## config.mk

```make
export PLATFORM = sky130hd
export DESIGN_NAME = mem_stage_ctrl
export DESIGN_NICKNAME = d
export VERILOG_FILES = /design/src/rtl/mem_stage_ctrl.sv
export SDC_FILE = /design/constraint.sdc
export NUM_CORES = 1
export LEC_CHECK = 0
export BUFFER_PORTS_ARGS = -buffer_cell sky130_fd_sc_hd__buf_2
export CORE_MARGIN = 10
export CORE_UTILIZATION = 40
export CTS_BUF_LIST = sky130_fd_sc_hd__clkbuf_16
export DETAILED_ROUTE_END_ITERATION = 8
export GPL_TIMING_DRIVEN = 0
export PLACE_DENSITY_LB_ADDON = 0.2
export SLEW_MARGIN = 20
export SYNTH_ARGS = -nofsm -noshare
export SYNTH_HDL_FRONTEND = slang
export SYNTH_SLANG_ARGS = --single-unit
```

## constraint.sdc

```tcl
create_clock -name clk -period 1.35 [get_ports clk]
set_input_delay 0.27 -clock clk [delete_from_list [all_inputs] [get_ports clk]]
set_output_delay 0.27 -clock clk [all_outputs]
set_load 0.005 [all_outputs]
```

## src/rtl/mem_stage_ctrl.sv

```systemverilog
// mem_stage_ctrl: memory-stage access FSM driving a ready-handshaked data port; optional MEM_MISALIGN_CHECK_EN rejects misaligned accesses.
module mem_stage_ctrl #(
  parameter int N = 32
) (
  input  logic         clk,
  input  logic         reset,
  input  logic         mem_read_i,
  input  logic         mem_write_i,
  input  logic [N-1:0] addr_i,
  input  logic [N-1:0] wdata_i,
  output logic         mem_req_o,
  output logic         mem_we_o,
  output logic [N-1:0] mem_addr_o,
  output logic [N-1:0] mem_wdata_o,
  input  logic         mem_ready_i,
  input  logic [N-1:0] mem_rdata_i,
  output logic         stall_o,
  output logic [N-1:0] rdata_o,
  output logic         rdata_valid_o,
  output logic         misaligned_o
);
  typedef enum logic [1:0] {IDLE, BUSY, DONE} state_t;
  state_t r_state, w_state_nxt;
  logic r_req, r_we, r_valid;
  logic [N-1:0] r_addr, r_wdata, r_rdata;
  logic w_access, w_mis, w_issue, w_done;
  assign w_access = mem_read_i | mem_write_i;
`ifdef MEM_MISALIGN_CHECK_EN
  assign w_mis = addr_i[1:0] != 2'b00;
`else
  assign w_mis = 1'b0;
`endif
  assign w_issue = (r_state == IDLE) && w_access && !w_mis;
  assign w_done  = (r_state == BUSY) && mem_ready_i;
  always_comb begin
    w_state_nxt = (r_state == IDLE) ? (w_access ? (w_mis ? DONE : BUSY) : IDLE) :
                  (r_state == BUSY) ? (mem_ready_i ? DONE : BUSY) : IDLE;
  end
  always_ff @(posedge clk) begin
    if (reset) begin
      r_state <= IDLE;
      r_req   <= 1'b0;
      r_we    <= 1'b0;
      r_valid <= 1'b0;
      r_addr  <= '0;
      r_wdata <= '0;
      r_rdata <= '0;
    end else begin
      r_state <= w_state_nxt;
      r_valid <= w_done && !r_we;
      if (w_issue) begin
        r_req   <= 1'b1;
        r_we    <= mem_write_i;
        r_addr  <= addr_i;
        r_wdata <= wdata_i;
      end
      if (w_done) r_req <= 1'b0;
      if (w_done && !r_we) r_rdata <= mem_rdata_i;
    end
  end
`ifdef MEM_MISALIGN_CHECK_EN
  logic r_mis;
  always_ff @(posedge clk) begin
    if (reset) r_mis <= 1'b0;
    else r_mis <= (r_state == IDLE) && w_access && w_mis;
  end
  assign misaligned_o = r_mis;
`else
  assign misaligned_o = 1'b0;
`endif
  assign stall_o       = ((r_state == IDLE) && w_access) || (r_state == BUSY);
  assign mem_req_o     = r_req;
  assign mem_we_o      = r_we;
  assign mem_addr_o    = r_addr;
  assign mem_wdata_o   = r_wdata;
  assign rdata_o       = r_rdata;
  assign rdata_valid_o = r_valid;
endmodule

```

==> run_results.csv, run 1 <==
group,metric,value,unit
global_route,grt.overflow.total,0,
cts,clk_pin_slew,0.07,ns
cts,cts_buffer_depth,2,
logic_synthesis,yosys_warnings,0,
logic_synthesis,synthCells,442,
detailed_routing,vias_per_cell,4.59,
final_layout,area_delta_synth_final,35.6,%
worst_setup_path,cp-startpoint,"r_state[0]$_SDFF_PP0_",
logic_synthesis,synthesis.area,4180,µm²
detailed_routing,ant_nets,0,
global_route,antenna_found_initial,0,
final_layout,drive_above_1_share,0.358,
job,drv_cap,0,
worst_setup_path,endpoint_kind,"primary output",
timing,whs,0.170,ns
final_layout,postLayoutCoreUtil,0.553,
hold_path,hp-class,"input pin to flip-flop",
place,hpwl,9.44,mm
place,portBuffers,199,
cts,numCtsBuffers,9,
final_layout,nets,756,
pwr,comb_power_share,0.164,
logic_synthesis,synth_area_leader_cell,"dfxtp_1",
worst_setup_path,r2r_slack,0.12,ns
timing,setup_viol,0,
pwr,p_int,5.23,mW
pwr,p_leak,2.75,nW
pwr,p_sw,1.72,mW
floorplanning,die_w,122,µm
worst_setup_path,worstReg2RegEnd,"mem_wdata_o[3]$_SDFFE_PP0P_",
logic_synthesis,syn_avg_cell_area,9.45,µm²
pwr,pwr-share-clk,0.357,
detailed_routing,dr.first_iter.drc_count,164,
worst_setup_path,cp.arrival,1.03,ns
worst_setup_path,r2r_cells,3,
global_route,grt_max_degree,16,
worst_setup_path,crit_path_start_kind,"flip-flop",
timing,min_period,1.30,ns
logic_synthesis,synth.top_cell.area_share,0.484,
cts,root_buffer,"clkbuf_16",
cts,clock_latency,0.34,ns
final_layout,fillers,967,
detailed_routing,first_pass_iters,4,
detailed_routing,via_count,3654,
timing,hold_viol,0,
pwr,p_per_area,1230,nW/µm²
timing,fmax,767,MHz
logic_synthesis,synth_fp_nets,543,
worst_setup_path,r2r-start,"r_state[0]$_SDFF_PP0_",
worst_setup_path,cp_max_fo,7,
pwr,peakVddDrop,0.000776,V
pwr,p_sw_frac,0.248,
final_layout,diodes,0,
pwr,power,6.95,mW
worst_setup_path,cp-endpoint,"stall_o",
cts,cts_hold_buf,0,
global_route,grt_pass1_wl,18.4,mm
logic_synthesis,ys_ff_latch,101,
run_status,status,"finished, final reports clean",
floorplanning,core_area,10200,µm²
place,gp_congestion,0.794,
detailed_routing,routed_wl,11.9,mm
pwr,power_frac_seq,0.479,
detailed_routing,drt_drc_violations_left,0,
timing,finClkSkew,0.00425,ns
worst_setup_path,criticalPathCategory,"flip-flop to primary output",
cts,cts.htree.levels,3,
global_route,grt_pass1_vias,3725,
cts,cts_tree,"yes",
place,pre_cts_ws,-0.0838,ns
timing,rsz0062_at_grt,"true",
timing,setup_ws,0.0469,ns
timing,drv_slew,0,
logic_synthesis,synth_cell_type_count,21,
global_route,grt_util_all_layers,0.153,
floorplanning,die_height,122,µm
detailed_routing,wl_per_cell,14.9,µm
floorplanning,ios,202,
logic_synthesis,synth.top_cells.by_area,"dfxtp_1, nand2b_1, mux2i_1",
floorplanning,initial_core_util,0.408,
cts,cts.sinks,101,
logic_synthesis,ys_seq_area_frac,0.484,
floorplanning,dieArea,14900,µm²
timing,fin_crit_sh,0.965,
floorplanning,row_count,37,
worst_setup_path,required,1.08,ns
per-layer routing:
layer	global-route usage	vias up	wire length, µm
met2	0.251	131	5670
met3	0.0694	13	1370
met5	0	-	0
met1	0.172	1666	4660
li1	-	1844	-
met4	0.0567	0	174
how the worst min path moves through the flow:
stage / from / to / slack (ns) / depth (start not counted)
final: mem_rdata_i[30] / rdata_o[30]$_SDFFE_PP0P_ / 0.17 / 3
after global placement: rdata_o[13]$_SDFFE_PP0P_ / rdata_o[13]$_SDFFE_PP0P_ / 0.44 / 2
after CTS: mem_rdata_i[6] / rdata_o[6]$_SDFFE_PP0P_ / 0.16 / 3
after global routing: mem_rdata_i[16] / rdata_o[16]$_SDFFE_PP0P_ / 0.17 / 3
after detailed placement: rdata_o[3]$_SDFFE_PP0P_ / rdata_o[3]$_SDFFE_PP0P_ / 0.45 / 2
after floorplan: mem_rdata_i[0] / rdata_o[0]$_SDFFE_PP0P_ / 0.41 / 2
registers in the layout, summed over array words and instances, names as in the netlist:
signal and cells:
mem_addr_o 32, mem_req_o 1, mem_wdata_o 32, mem_we_o 1, r_state 2, rdata_o 32
rdata_valid_o 1
timing repair:
item / CTS / global route
endpoints found under the hold margin: 0 / 0
resized for setup: 2 / 3
pin swaps: 0 / 1
buffers inserted: 3 / 0
endpoints found under the setup margin: 40 / 71
synth_stat cells (all sizes together):
cell / instances
or4b: 1
nand4bb: 1
conb: 1
o21a: 1
o21ai: 1
nor2b: 1
and4bb: 1
nor2: 3
or3: 1
buf: 21
a21oi: 34
nor3: 3
nand2b: 130
dfxtp: 101
nand2: 65
mux2i: 64
clkbuf: 13
layout make-up:
cell class / count / area, µm² / share of cell area
plain buffers: 34 / 195 / 0.0345
clock buffers: 9 / 225 / 0.0398
clock inverters: 7 / 57.6 / 0.0102
multi-input cells: 307 / 1970 / 0.348
flip-flops and latches: 101 / 2030 / 0.358
well taps: 136 / 170 / 0.0301
repair buffers: 202 / 1020 / 0.180
worst max-delay path, stage by stage (launching register included):
cell     delay (ns)
dfxtp_4        0.37
nor3_1         0.13
nor2_1         0.07
buf_2          0.13
kinds of logic (layout without fill, tap and decap cells):
group,Yosys count,in the layout,synth area share
muxes,64,64,0.153
AOI/OAI and AO/OA,36,36,0.0437
other,1,1,0.000898
and+or+nand+nor,206,206,0.272
DFF,101,101,0.484
buffers and inverters,34,252,0.0461
cell usage in the layout (no fill, tap or decap), types with 2 or more instances in the layout:
cell | Yosys | routed
buf_6 | 5 | 5
a21oi_1 | 34 | 34
nand2b_1 | 130 | 130
clkbuf_16 | 0 | 9
nor3_1 | 2 | 2
buf_1 | 2 | 2
clkbuf_1 | 13 | 13
buf_4 | 4 | 7
clkinv_1 | 0 | 3
buf_2 | 10 | 208
mux2i_1 | 64 | 64
nor2_1 | 3 | 3
nand2_1 | 65 | 65
dfxtp_1 | 101 | 99
power groups by stage:
stage	Clock (mW)	Sequential, mW	Combinational (mW)
after global placement	0	3.38	1.13
after detailed placement	0	3.39	1.15
after floorplan	0	3.41	0.599
final	2.48	3.33	1.14
after CTS	2.57	3.33	1.17
after global routing	2.66	3.36	1.28
stage by stage:
step           instance area, µm²  instances  setup TNS [ns]
5_1_grt                      5660        796        -0.00239
4_1_cts                      5660        796               0
6_report                     5660        796               0
3_5_place_dp                 5340        777           -1.64
3_3_place_gp                 5340        777          -0.298
2_1_floorplan                4180        442               0
Power figures use the tool's default switching activity.
==> inputs of run 2 (changes only) <==
- CORE_UTILIZATION: 40 -> 46
- PLACE_DENSITY: not set -> 0.8
- PLACE_DENSITY_LB_ADDON: 0.2 -> not set
==> run_results.csv, run 2 (same netlist as run 1, synthesis figures left out) <==
group,metric,value,unit
run_status,status,"finished, final reports clean",
final_layout,layout.cells.most_common_list,"buf_2, nand2b_1, dfxtp_1",
detailed_routing,drt_drc_violations_left,0,
detailed_routing,ant_nets,0,
worst_setup_path,worstReg2RegEnd,"rdata_o[28]$_SDFFE_PP0P_",
final_layout,fillers,738,
worst_setup_path,cp-startpoint,"r_state[0]$_SDFF_PP0_",
global_route,grt_util_all_layers,0.172,
detailed_routing,wl_per_cell,15.5,µm
timing,drv_slew,0,
worst_setup_path,critPathSlowestCell,"dfxtp_4",
global_route,grt_max_degree,19,
floorplanning,dieArea,13300,µm²
detailed_routing,dr.first_iter.drc_count,179,
cts,cts_tree,"yes",
global_route,grt_pass1_wl,18.8,mm
place,dp.cells,749,
timing,hold_viol,0,
place,pre_cts_ws,-0.0385,ns
place,portBuffers,199,
worst_setup_path,cp-endpoint,"stall_o",
worst_setup_path,r2r_cells,5,
final_layout,postLayoutCoreUtil,0.647,
timing,rsz0062_at_grt,"true",
pwr,p_per_area,1260,nW/µm²
pwr,power,7.13,mW
worst_setup_path,cp_max_fo,7,
cts,cts.sinks,101,
place,gp_congestion,0.778,
global_route,grt.overflow.total,0,
final_layout,area_delta_synth_final,35.7,%
global_route,antenna_found_initial,0,
final_layout,final_area,5670,µm²
cts,root_buffer,"clkbuf_16",
final_layout,layout_commonest_cell,"buf_2",
worst_setup_path,crit_path_start_kind,"flip-flop",
timing,min_period,1.28,ns
place,hpwl,9.54,mm
worst_setup_path,crit_chain,"nor3_2 > nor2_1 > buf_2",
final_layout,nets,757,
cts,cts.htree.levels,3,
floorplanning,core_area,8760,µm²
timing,fmax,780,MHz
timing,setup_ws,0.0684,ns
cts,clk_pin_slew,0.07,ns
worst_setup_path,required,1.08,ns
worst_setup_path,cp.arrival,1.01,ns
detailed_routing,first_pass_iters,4,
cts,numCtsBuffers,9,
place,post_dp_cell_area,5310,µm²
worst_setup_path,crit_path_max_incr_delay,0.39,ns
detailed_routing,vias_per_cell,4.81,
worst_setup_path,criticalPathCategory,"flip-flop to primary output",
cts,cts_buffer_depth,2,
timing,setup_viol,0,
floorplanning,ios,202,
final_layout,diodes,0,
timing,finClkSkew,0.00717,ns
pwr,peakVddDrop,0.000699,V
detailed_routing,via_count,3697,
timing,fin_crit_sh,0.949,
floorplanning,die_height,115,µm
final_layout,final_cells,769,
floorplanning,die_w,115,µm
worst_setup_path,r2r-start,"r_state[1]$_SDFF_PP0_",
worst_setup_path,r2r_slack,0.08,ns
detailed_routing,routed_wl,11.9,mm
job,drv_cap,0,
floorplanning,initial_core_util,0.477,
final_layout,drive_above_1_share,0.368,
hold_path,hp-class,"input pin to flip-flop",
cts,clock_latency,0.33,ns
floorplanning,row_count,34,
worst_setup_path,endpoint_kind,"primary output",
global_route,grt_pass1_vias,3885,
pwr,p_leak,2.76,nW
run 2: power breakdown:
group / total, mW / internal, mW / switching (mW)
Sequential: 3.33 / 3.21 / 0.122
Combinational: 1.16 / 0.617 / 0.544
Clock: 2.64 / 1.46 / 1.17
Total: 7.13 / 5.29 / 1.84
run 2: layout make-up:
type	count	area, µm²	area share
buffer	34	199	0.0351
clock buffer	9	225	0.0397
clock inverter	7	80.1	0.0141
multi-input combinational	307	1980	0.349
sequential	101	2030	0.358
tap	108	135	0.0238
timing repair buffer	203	1030	0.181
run 2: repair_timing:
action / 4_1_cts / 5_1_grt
hold buffers: 0 / 0
endpoints found under the setup margin: 6 / 89
buffers inserted: 0 / 4
gates resized for setup: 1 / 7
run 2: stage by stage:
stage | setup TNS, ns | hold WS, ns
after detailed placement | -0.176 | 0.443
after floorplan | 0 | 0.406
after global routing | -0.0981 | 0.170
after CTS | -0.0479 | 0.155
final | 0 | 0.165
after global placement | -0.0881 | 0.439
run 2: routing by layer:
metal  share of wire  vias up  track usage  wire (µm)
li1                -     1845            -          -
met1            0.40     1688        0.192       4810
met2            0.48      148        0.290       5660
met3            0.11       16       0.0776       1260
met4           0.013        0       0.0495        157
met5               0        -            0          0
run 2: worst min path at each step:
stage,slack (ns),from,to,cells past startpoint
5_1_grt,0.17,mem_rdata_i[4],rdata_o[4]$_SDFFE_PP0P_,3
4_1_cts,0.15,mem_rdata_i[29],rdata_o[29]$_SDFFE_PP0P_,3
2_1_floorplan,0.41,mem_rdata_i[0],rdata_o[0]$_SDFFE_PP0P_,2
6_report,0.17,mem_rdata_i[29],rdata_o[29]$_SDFFE_PP0P_,3
3_5_place_dp,0.44,rdata_o[11]$_SDFFE_PP0P_,rdata_o[11]$_SDFFE_PP0P_,2
3_3_place_gp,0.44,rdata_o[15]$_SDFFE_PP0P_,rdata_o[15]$_SDFFE_PP0P_,2
run 2: critical path, delay by kind of cell, from the launching register on:
kind                   cells  cell delay [ns]
DFF                        1             0.39
buffers and inverters      1             0.13
and+or+nand+nor            2             0.15
==> inputs of run 3 (changes only) <==
- BUFFER_PORTS_ARGS: -buffer_cell sky130_fd_sc_hd__buf_2 -> not set
- CAP_MARGIN: not set -> 0
- CORE_UTILIZATION: 46 -> 55
- DONT_BUFFER_PORTS: not set -> 1
- PLACE_DENSITY: 0.8 -> 0.7
==> run_results.csv, run 3 (same netlist as run 1, synthesis figures left out) <==
group,metric,value,unit
run_status,status,"finished, final reports clean",
floorplanning,core_area,7330,µm²
worst_setup_path,endpoint_kind,"flip-flop",
detailed_routing,drt_drc_violations_left,0,
cts,cts_buffer_depth,2,
place,post_dp_cell_area,4300,µm²
cts,cts_hold_buf,0,
worst_setup_path,cp_max_fo,10,
pwr,power,6.95,mW
worst_setup_path,r2r_slack,0.09,ns
global_route,grt_pass1_wl,15.9,mm
final_layout,postLayoutCoreUtil,0.640,
floorplanning,dieArea,11500,µm²
cts,clock_latency,0.34,ns
timing,min_period,1.26,ns
detailed_routing,first_pass_iters,5,
final_layout,final_area,4690,µm²
final_layout,multiInputGateArea,1970,µm²
timing,fin_crit_sh,0.937,
floorplanning,die_height,107,µm
timing,setup_viol,0,
timing,fin_setup_tns,0,ns
pwr,p_leak,1.88,nW
pwr,pwr-share-clk,0.401,
final_layout,area_delta_synth_final,12.3,%
cts,clk_pin_slew,0.07,ns
cts,numCtsBuffers,9,
floorplanning,row_count,31,
timing,drv_slew,0,
cts,cts.sinks,101,
place,gp_congestion,0.805,
cts,cts.htree.levels,3,
final_layout,layout.cells.most_common_list,"nand2b_1, dfxtp_1, nand2_1",
place,portBuffers,0,
hold_path,hp-class,"input pin to flip-flop",
global_route,grt_max_degree,19,
timing,rsz0062_at_grt,"false",
detailed_routing,dr.first_iter.drc_count,98,
global_route,grt_pass1_vias,2872,
job,drv_cap,0,
pwr,comb_power_share,0.106,
global_route,antenna_found_initial,0,
worst_setup_path,crit_path_start_kind,"flip-flop",
timing,fmax,791,MHz
final_layout,fillers,623,
pwr,p_sw,1.70,mW
floorplanning,ios,202,
timing,hold_viol,0,
final_layout,diodes,0,
final_layout,regArea,2030,µm²
timing,finClkSkew,0.00704,ns
pwr,peakVddDrop,0.000796,V
cts,cts_tree,"yes",
detailed_routing,via_count,2935,
detailed_routing,ant_nets,0,
cts,root_buffer,"clkbuf_16",
place,hpwl,8.29,mm
pwr,p_per_area,1480,nW/µm²
global_route,grt.overflow.total,0,
worst_setup_path,required,1.61,ns
global_route,grt_util_all_layers,0.173,
pwr,power_frac_seq,0.493,
detailed_routing,routed_wl,10.6,mm
floorplanning,initial_core_util,0.570,
floorplanning,die_w,107,µm
worst_setup_path,cp.arrival,1.52,ns
pwr,p_sw_frac,0.245,
final_layout,layout_commonest_cell,"nand2b_1",
final_layout,drive_above_1_share,0.0970,
pwr,p_int,5.25,mW
worst_setup_path,criticalPathCategory,"flip-flop to flip-flop",
final_layout,nets,560,
detailed_routing,vias_per_cell,5.21,
detailed_routing,wl_per_cell,18.8,µm
[run 3: cell count changes in the layout (fill, tap and decap cells not counted), sizes merged]
cell	previous run	this run
buf	223	25
bufinv	1	2
clkbuf	23	24
clkinvlp	2	1
[run 3: metrics by stage]
stage / setup WS (ns) / hold WS (ns) / std cells
after detailed placement: -0.0412 / 0.413 / 541
final: 0.0857 / 0.0613 / 563
after global routing: 0.0206 / 0.0545 / 563
after global placement: 0.00489 / 0.408 / 541
after CTS: 0.0139 / 0.0527 / 557
after floorplan: 0.204 / 0.406 / 442
[run 3: worst max-delay path, stage by stage (launching register included)]
cell and delay, ns:
dfxtp_2 0.36, nor3_4 0.25, buf_6 0.17, buf_6 0.17, mux2i_1 0.23
[run 3: per-layer routing]
| layer | vias to the layer above | wire length [µm] | global-route usage |
|---|---|---|---|
| met5 | - | 0 | 0 |
| met4 | 0 | 128 | 0.0542 |
| met3 | 10 | 1510 | 0.105 |
| met2 | 140 | 5040 | 0.275 |
| met1 | 1325 | 3910 | 0.188 |
| li1 | 1460 | - | - |
[run 3: power groups by stage]
| stage | clock network, mW | logic, mW | registers (mW) |
|---|---|---|---|
| 3_5_place_dp | 0 | 0.705 | 3.50 |
| 2_1_floorplan | 0 | 0.599 | 3.41 |
| 5_1_grt | 3.00 | 0.818 | 3.46 |
| 6_report | 2.79 | 0.734 | 3.42 |
| 3_3_place_gp | 0 | 0.684 | 3.49 |
| 4_1_cts | 2.86 | 0.707 | 3.43 |
[run 3: path summary, 6_finish.rpt]
kind                            startpoint                           end  depth (start not counted)
setup / recovery     r_state[0]$_SDFF_PP0_  mem_wdata_o[10]$_SDFFE_PP0P_                          4
hold / removal             mem_rdata_i[14]      rdata_o[14]$_SDFFE_PP0P_                          2
setup reg to reg     r_state[0]$_SDFF_PP0_  mem_wdata_o[10]$_SDFFE_PP0P_                          4
hold reg to reg   rdata_o[13]$_SDFFE_PP0P_      rdata_o[13]$_SDFFE_PP0P_                          2
[run 3: final cells by class]
| class | count | share of cell area |
|---|---|---|
| plain buffers | 34 | 0.0422 |
| clock buffers | 9 | 0.0480 |
| clock inverters | 7 | 0.0224 |
| multi-input cells | 307 | 0.420 |
| flip-flops and latches | 101 | 0.432 |
| well taps | 99 | 0.0264 |
| repair buffers | 6 | 0.00907 |
[run 3: what timing repair did]
action                                  4_1_cts  5_1_grt
endpoints found under the setup margin        1       32
resized for setup                             0        6
pin swaps                                     1        1
hold endpoints to repair                      0        0
buffers inserted                              0        5
gates cloned                                  0        1
